## src/rtl/regfile_mp.sv

```systemverilog
// Multi-port register file: NUM_RD combinational read ports, two byte-enabled write ports and a per-register busy scoreboard.
// Optional write-to-read forwarding is selected with the RF_BYPASS_EN macro; the default build shows pre-edge state.
module regfile_mp #(
  parameter int DATA_W = 32,
  parameter int ADDR_W = 5,
  parameter int NUM_RD = 2,
  parameter logic [DATA_W-1:0] GP_INIT = 'h0000_1800,
  parameter logic [DATA_W-1:0] SP_INIT = 'h0000_2ffc
) (
  input  logic                     clk,
  input  logic                     rst,
  input  logic [NUM_RD*ADDR_W-1:0] rd_addr,
  output logic [NUM_RD*DATA_W-1:0] rd_data,
  output logic [NUM_RD-1:0]        rd_busy,
  input  logic                     we0,
  input  logic [ADDR_W-1:0]        wa0,
  input  logic [DATA_W-1:0]        wd0,
  input  logic [DATA_W/8-1:0]      wbe0,
  input  logic                     we1,
  input  logic [ADDR_W-1:0]        wa1,
  input  logic [DATA_W-1:0]        wd1,
  input  logic [DATA_W/8-1:0]      wbe1,
  input  logic                     bs_vld,
  input  logic [ADDR_W-1:0]        bs_addr,
  output logic                     any_busy
);

  localparam int DEPTH = 2 ** ADDR_W;
  localparam int NB    = DATA_W / 8;

  logic [DATA_W-1:0] regs [DEPTH];
  logic [DEPTH-1:0]  busy;

  // Value register `a` takes at the next edge; port 1 is applied last so it owns any byte it enables.
  function automatic logic [DATA_W-1:0] merged(input logic [DATA_W-1:0] cur,
                                               input logic [ADDR_W-1:0] a);
    merged = cur;
    if (a != '0) begin
      for (int b = 0; b < NB; b++) begin
        if (we0 && wa0 == a && wbe0[b]) merged[b*8 +: 8] = wd0[b*8 +: 8];
        if (we1 && wa1 == a && wbe1[b]) merged[b*8 +: 8] = wd1[b*8 +: 8];
      end
    end
  endfunction

  always_ff @(posedge clk) begin
    if (!rst) begin
      for (int i = 0; i < DEPTH; i++) begin
        if (i == 28)      regs[i] <= GP_INIT;
        else if (i == 29) regs[i] <= SP_INIT;
        else              regs[i] <= '0;
      end
      busy <= '0;
    end else begin
      // Register 0 is never written after reset, so it stays zero and never busy.
      for (int i = 1; i < DEPTH; i++) begin
        regs[i] <= merged(regs[i], ADDR_W'(i));
        if (bs_vld && bs_addr == ADDR_W'(i))  busy[i] <= 1'b1;
        else if (we1 && wa1 == ADDR_W'(i))    busy[i] <= 1'b0;
      end
    end
  end

  for (genvar k = 0; k < NUM_RD; k++) begin : gRd
    logic [ADDR_W-1:0] rdA;
    assign rdA = rd_addr[k*ADDR_W +: ADDR_W];
`ifdef RF_BYPASS_EN
    logic clearNow;
    assign clearNow = we1 && wa1 == rdA && !(bs_vld && bs_addr == rdA);
    assign rd_data[k*DATA_W +: DATA_W] = merged(regs[rdA], rdA);
    assign rd_busy[k] = busy[rdA] && !clearNow;
`else
    assign rd_data[k*DATA_W +: DATA_W] = regs[rdA];
    assign rd_busy[k] = busy[rdA];
`endif
  end

  assign any_busy = |busy;

endmodule
```

## config.mk

```make
export PLATFORM = sky130hd
export DESIGN_NAME = regfile_mp
export DESIGN_NICKNAME = d
export VERILOG_FILES = /design/src/rtl/regfile_mp.sv
export SDC_FILE = /design/constraint.sdc
export NUM_CORES = 2
export LEC_CHECK = 0
export BUFFER_PORTS_ARGS = -buffer_cell sky130_fd_sc_hd__buf_4
export CAP_MARGIN = 25
export CORE_MARGIN = 5
export CORE_UTILIZATION = 30
export CTS_BUF_LIST = sky130_fd_sc_hd__clkbuf_16
export CTS_CLUSTER_SIZE = 30
export DETAILED_ROUTE_END_ITERATION = 7
export REMOVE_ABC_BUFFERS = 1
export SYNTH_ARGS = -nofsm -noshare
export SYNTH_HDL_FRONTEND = slang
export SYNTH_SLANG_ARGS = --single-unit
```

## constraint.sdc

```tcl
create_clock -name clk -period 4.3 [get_ports clk]
set_input_delay 0.215 -clock clk [delete_from_list [all_inputs] [get_ports clk]]
set_output_delay 0.215 -clock clk [all_outputs]
set_load 0.02 [all_outputs]
```

==> impl_metrics.ini <==
[yosys]
yosysWarningCount = 0
number_of_enable_type_register_cells_in_the_synthesized_netlist = 992
ys.flop_type = edfxtp_1
synth-async-reset-ratio = 0
postSynthRegisterBits = 1023
synth_top_area_cell = edfxtp_1
synthesis.instances = 5613
synth.top_cells.by_area = edfxtp_1, mux2i_1, mux4_2, nor2b_1, nor2_1
yosys.area.top_type_share = 0.4400
post_synth.cell_area_avg_um2 = 12.06
yosysMostFrequentCell = mux2i_1
synthesis.area_um2 = 67700
synth_sequential_area_ratio = 0.4492
yosysUniqueCellTypes = 42
synth_top_cells_by_count = mux2i_1, edfxtp_1, nor2_1

[routing]
first_pass_iters = 6
wire_per_inst_um = 29.70
drc_errors = 0
wirelength_mm = 253.0
detailedRoute.firstIterationViolations = 6983
num_vias = 50260
via_per_inst = 5.899
postRouteAntennaNets = 0

[clock_network]
clockRootBuffer = clkbuf_16
clk_latency_ns = 0.74
clock_tree.htree_level_count = 3
cts_tree = built
post_cts_resized = 0
clockBufferDepth = 3
clock_transition_at_the_register_clock_pins_on_the_worst_setup_and_hold_paths_after_cts_ns = 0.06
numClockSinks = 1023
cts_inserted_buffers = 109

[placement]
gp_routability_congestion = 0.9218
dp_hpwl_mm = 164.5
placement.io_buffers = 168
dp.cells = 8301
pre_cts_slack_ns = 0.8916

[worst_hold_path]
min_delay_path_depth = 3
hold_path_class = in -> reg
holdCritStartpoint = wd1[1]
timing.hold.worst_endpoint = regs[29][1]$_SDFFCE_PN0P_

[timing]
timing.hold.ws_ns = 0.1035
setup_slack_ns = 0.8551
report.final.slew_viol_count = 0
final_period_minus_worst_setup_slack_ns = 3.445
report.final.setup_viol = 0
timing.slew.headroom = 0.2377
fmax_ghz = 0.2903
max_slew.worst_pin.slew_ns = 1.143
skew_ns = 0
rsz0062_at_grt = false
finalHoldViolCount = 0
post-route-period-util = 0.8011

[setup_path]
timing.critical_path.arrival_ns = 3.23
critical_path.max_fanout = 26
critical_path.startpoint = rd_addr[6]
path_cells = buf_4, buf_4, nand2_2, buf_16, o22ai_1, a211oi_1, buf_4, o31ai_1, buf_4
reg2reg_to = busy[1]$_SDFFE_PN0P_
regToRegStartpoint = busy[1]$_SDFFE_PN0P_
path_common_cell = buf_4
critical_path.startpoint_type = input pin
critical_path.max_stage_delay_ns = 0.68
worst_setup_path_end_kind = output port
rr_worst_depth = 2
regToRegSetupSlack_ns = 3.53
timing.critical_path.slowest_stage_cell = o31ai_1
timing.setup.critical_path_class = in -> out
cp.required_ns = 4.09

[pwr]
report.power.total_mw = 25.97
cellLeakagePower_nw = 31.63
vdd.ir_drop.worst_mv = 0.3030
power_density_nw_per_um2 = 345.6

[global_route]
grt-ovfl-total = 0
grt_first_pass_wirelength_mm = 358.1
first_global_vias = 48810
grt.total_usage = 0.2053
grt_start_max_net_pins = 140
number_of_antenna_violations_at_the_first_check_in_global_routing = 30

[floorplanning]
die_area_um2 = 235300
floorplan.die.width_um = 485.0
boundaryPins = 169
core_region_area_um2 = 224700
starting_density_of_the_core = 0.3013
dieHeight_um = 485.0
placementRows = 174

[cells_and_area]
nNetsFinal = 5532
final_layout_size_suffix_gt1_frac = 0.1932
final_cells = 8521
fraction_of_the_core_area_covered_by_cells_at_the_end_of_the_flow = 0.3344
signed_area_change_from_the_synthesized_netlist_to_the_final_layout_pct = 10.97

[status]
outcome = completed

[run]
maxCapViolCount = 0
[cell families after synthesis]
family          after synthesis  share of synthesized area
flops                      1023                     0.4492
buf+inv                     638                    0.04206
compound gates              574                    0.06217
simple gates               1749                     0.1313
mux                        1629                     0.3152
[registers in the layout, indices dropped and copies added (netlist names)]
register,cells
regs,992
busy,31
[layout by cell type (no fill, tap or decap), types with 113 or more instances in the layout]
cell type,instances
nand3_1,138
a22o_1,197
o21ai_1,113
mux4_2,396
mux2i_1,1168
nor2_1,623
edfxtp_1,992
buf_4,300
nand2_1,208
clkbuf_16,114
nor2b_1,457
[worst max-delay path, delay by kind of cell]
family	cells	cell delay (ns)
compound gates	3	1.01
buf+inv	5	1.46
simple gates	1	0.51
[through the flow]
step                TNS (ns)  cell area, um2
floorplan             -1.369           64870
global placement           0           71470
detailed placement         0           71560
CTS                        0           75020
global route               0           75120
finish                     0           75120
[final cells by class]
class / instances / area [um2]
fillers: 22170 / 149600
multi-input cells: 3952 / 34590
inverters: 6 / 22.52
clock inverters: 85 / 559.3
repair buffers: 338 / 2924
well taps: 2992 / 3744
clock buffers: 114 / 2853
diodes: 11 / 27.53
flip-flops and latches: 1023 / 30410
[where the power goes]
| group | switching (mW) | leakage [nW] | internal [mW] |
|---|---|---|---|
| Combinational | 2.76 | 20.1 | 1.74 |
| Sequential | 0.382 | 9.77 | 11.7 |
| Clock | 4.24 | 1.76 | 5.17 |
[repair_timing]
item / in CTS / in global routing
hold buffers: 5 / 0
hold endpoints to repair: 27 / 0
setup buffers: 0 / 0
endpoints found under the setup margin: 0 / 0
[how the worst max path moves through the flow]
| stage | end | slack [ns] | cells after the start |
|---|---|---|---|
| 4_1_cts | rd_data[34] | 0.87 | 8 |
| 3_5_place_dp | rd_data[34] | 0.89 | 8 |
| 3_3_place_gp | rd_data[34] | 0.87 | 8 |
| 2_1_floorplan | regs[21][0]$_SDFFCE_PN0P_ | -0.02 | 3 |
| 6_report | rd_data[34] | 0.86 | 9 |
| 5_1_grt | rd_data[35] | 0.86 | 9 |
[layer usage]
| metal | track usage | wire length (um) | up-vias |
|---|---|---|---|
| met5 | 0 | 102 | - |
| met4 | 0.06393 | 8437 | 16 |
| met3 | 0.05602 | 28870 | 527 |
| met2 | 0.3141 | 112600 | 3138 |
| met1 | 0.2830 | 103100 | 25700 |
| li1 | - | - | 20890 |
Power figures use the tool's default switching activity.
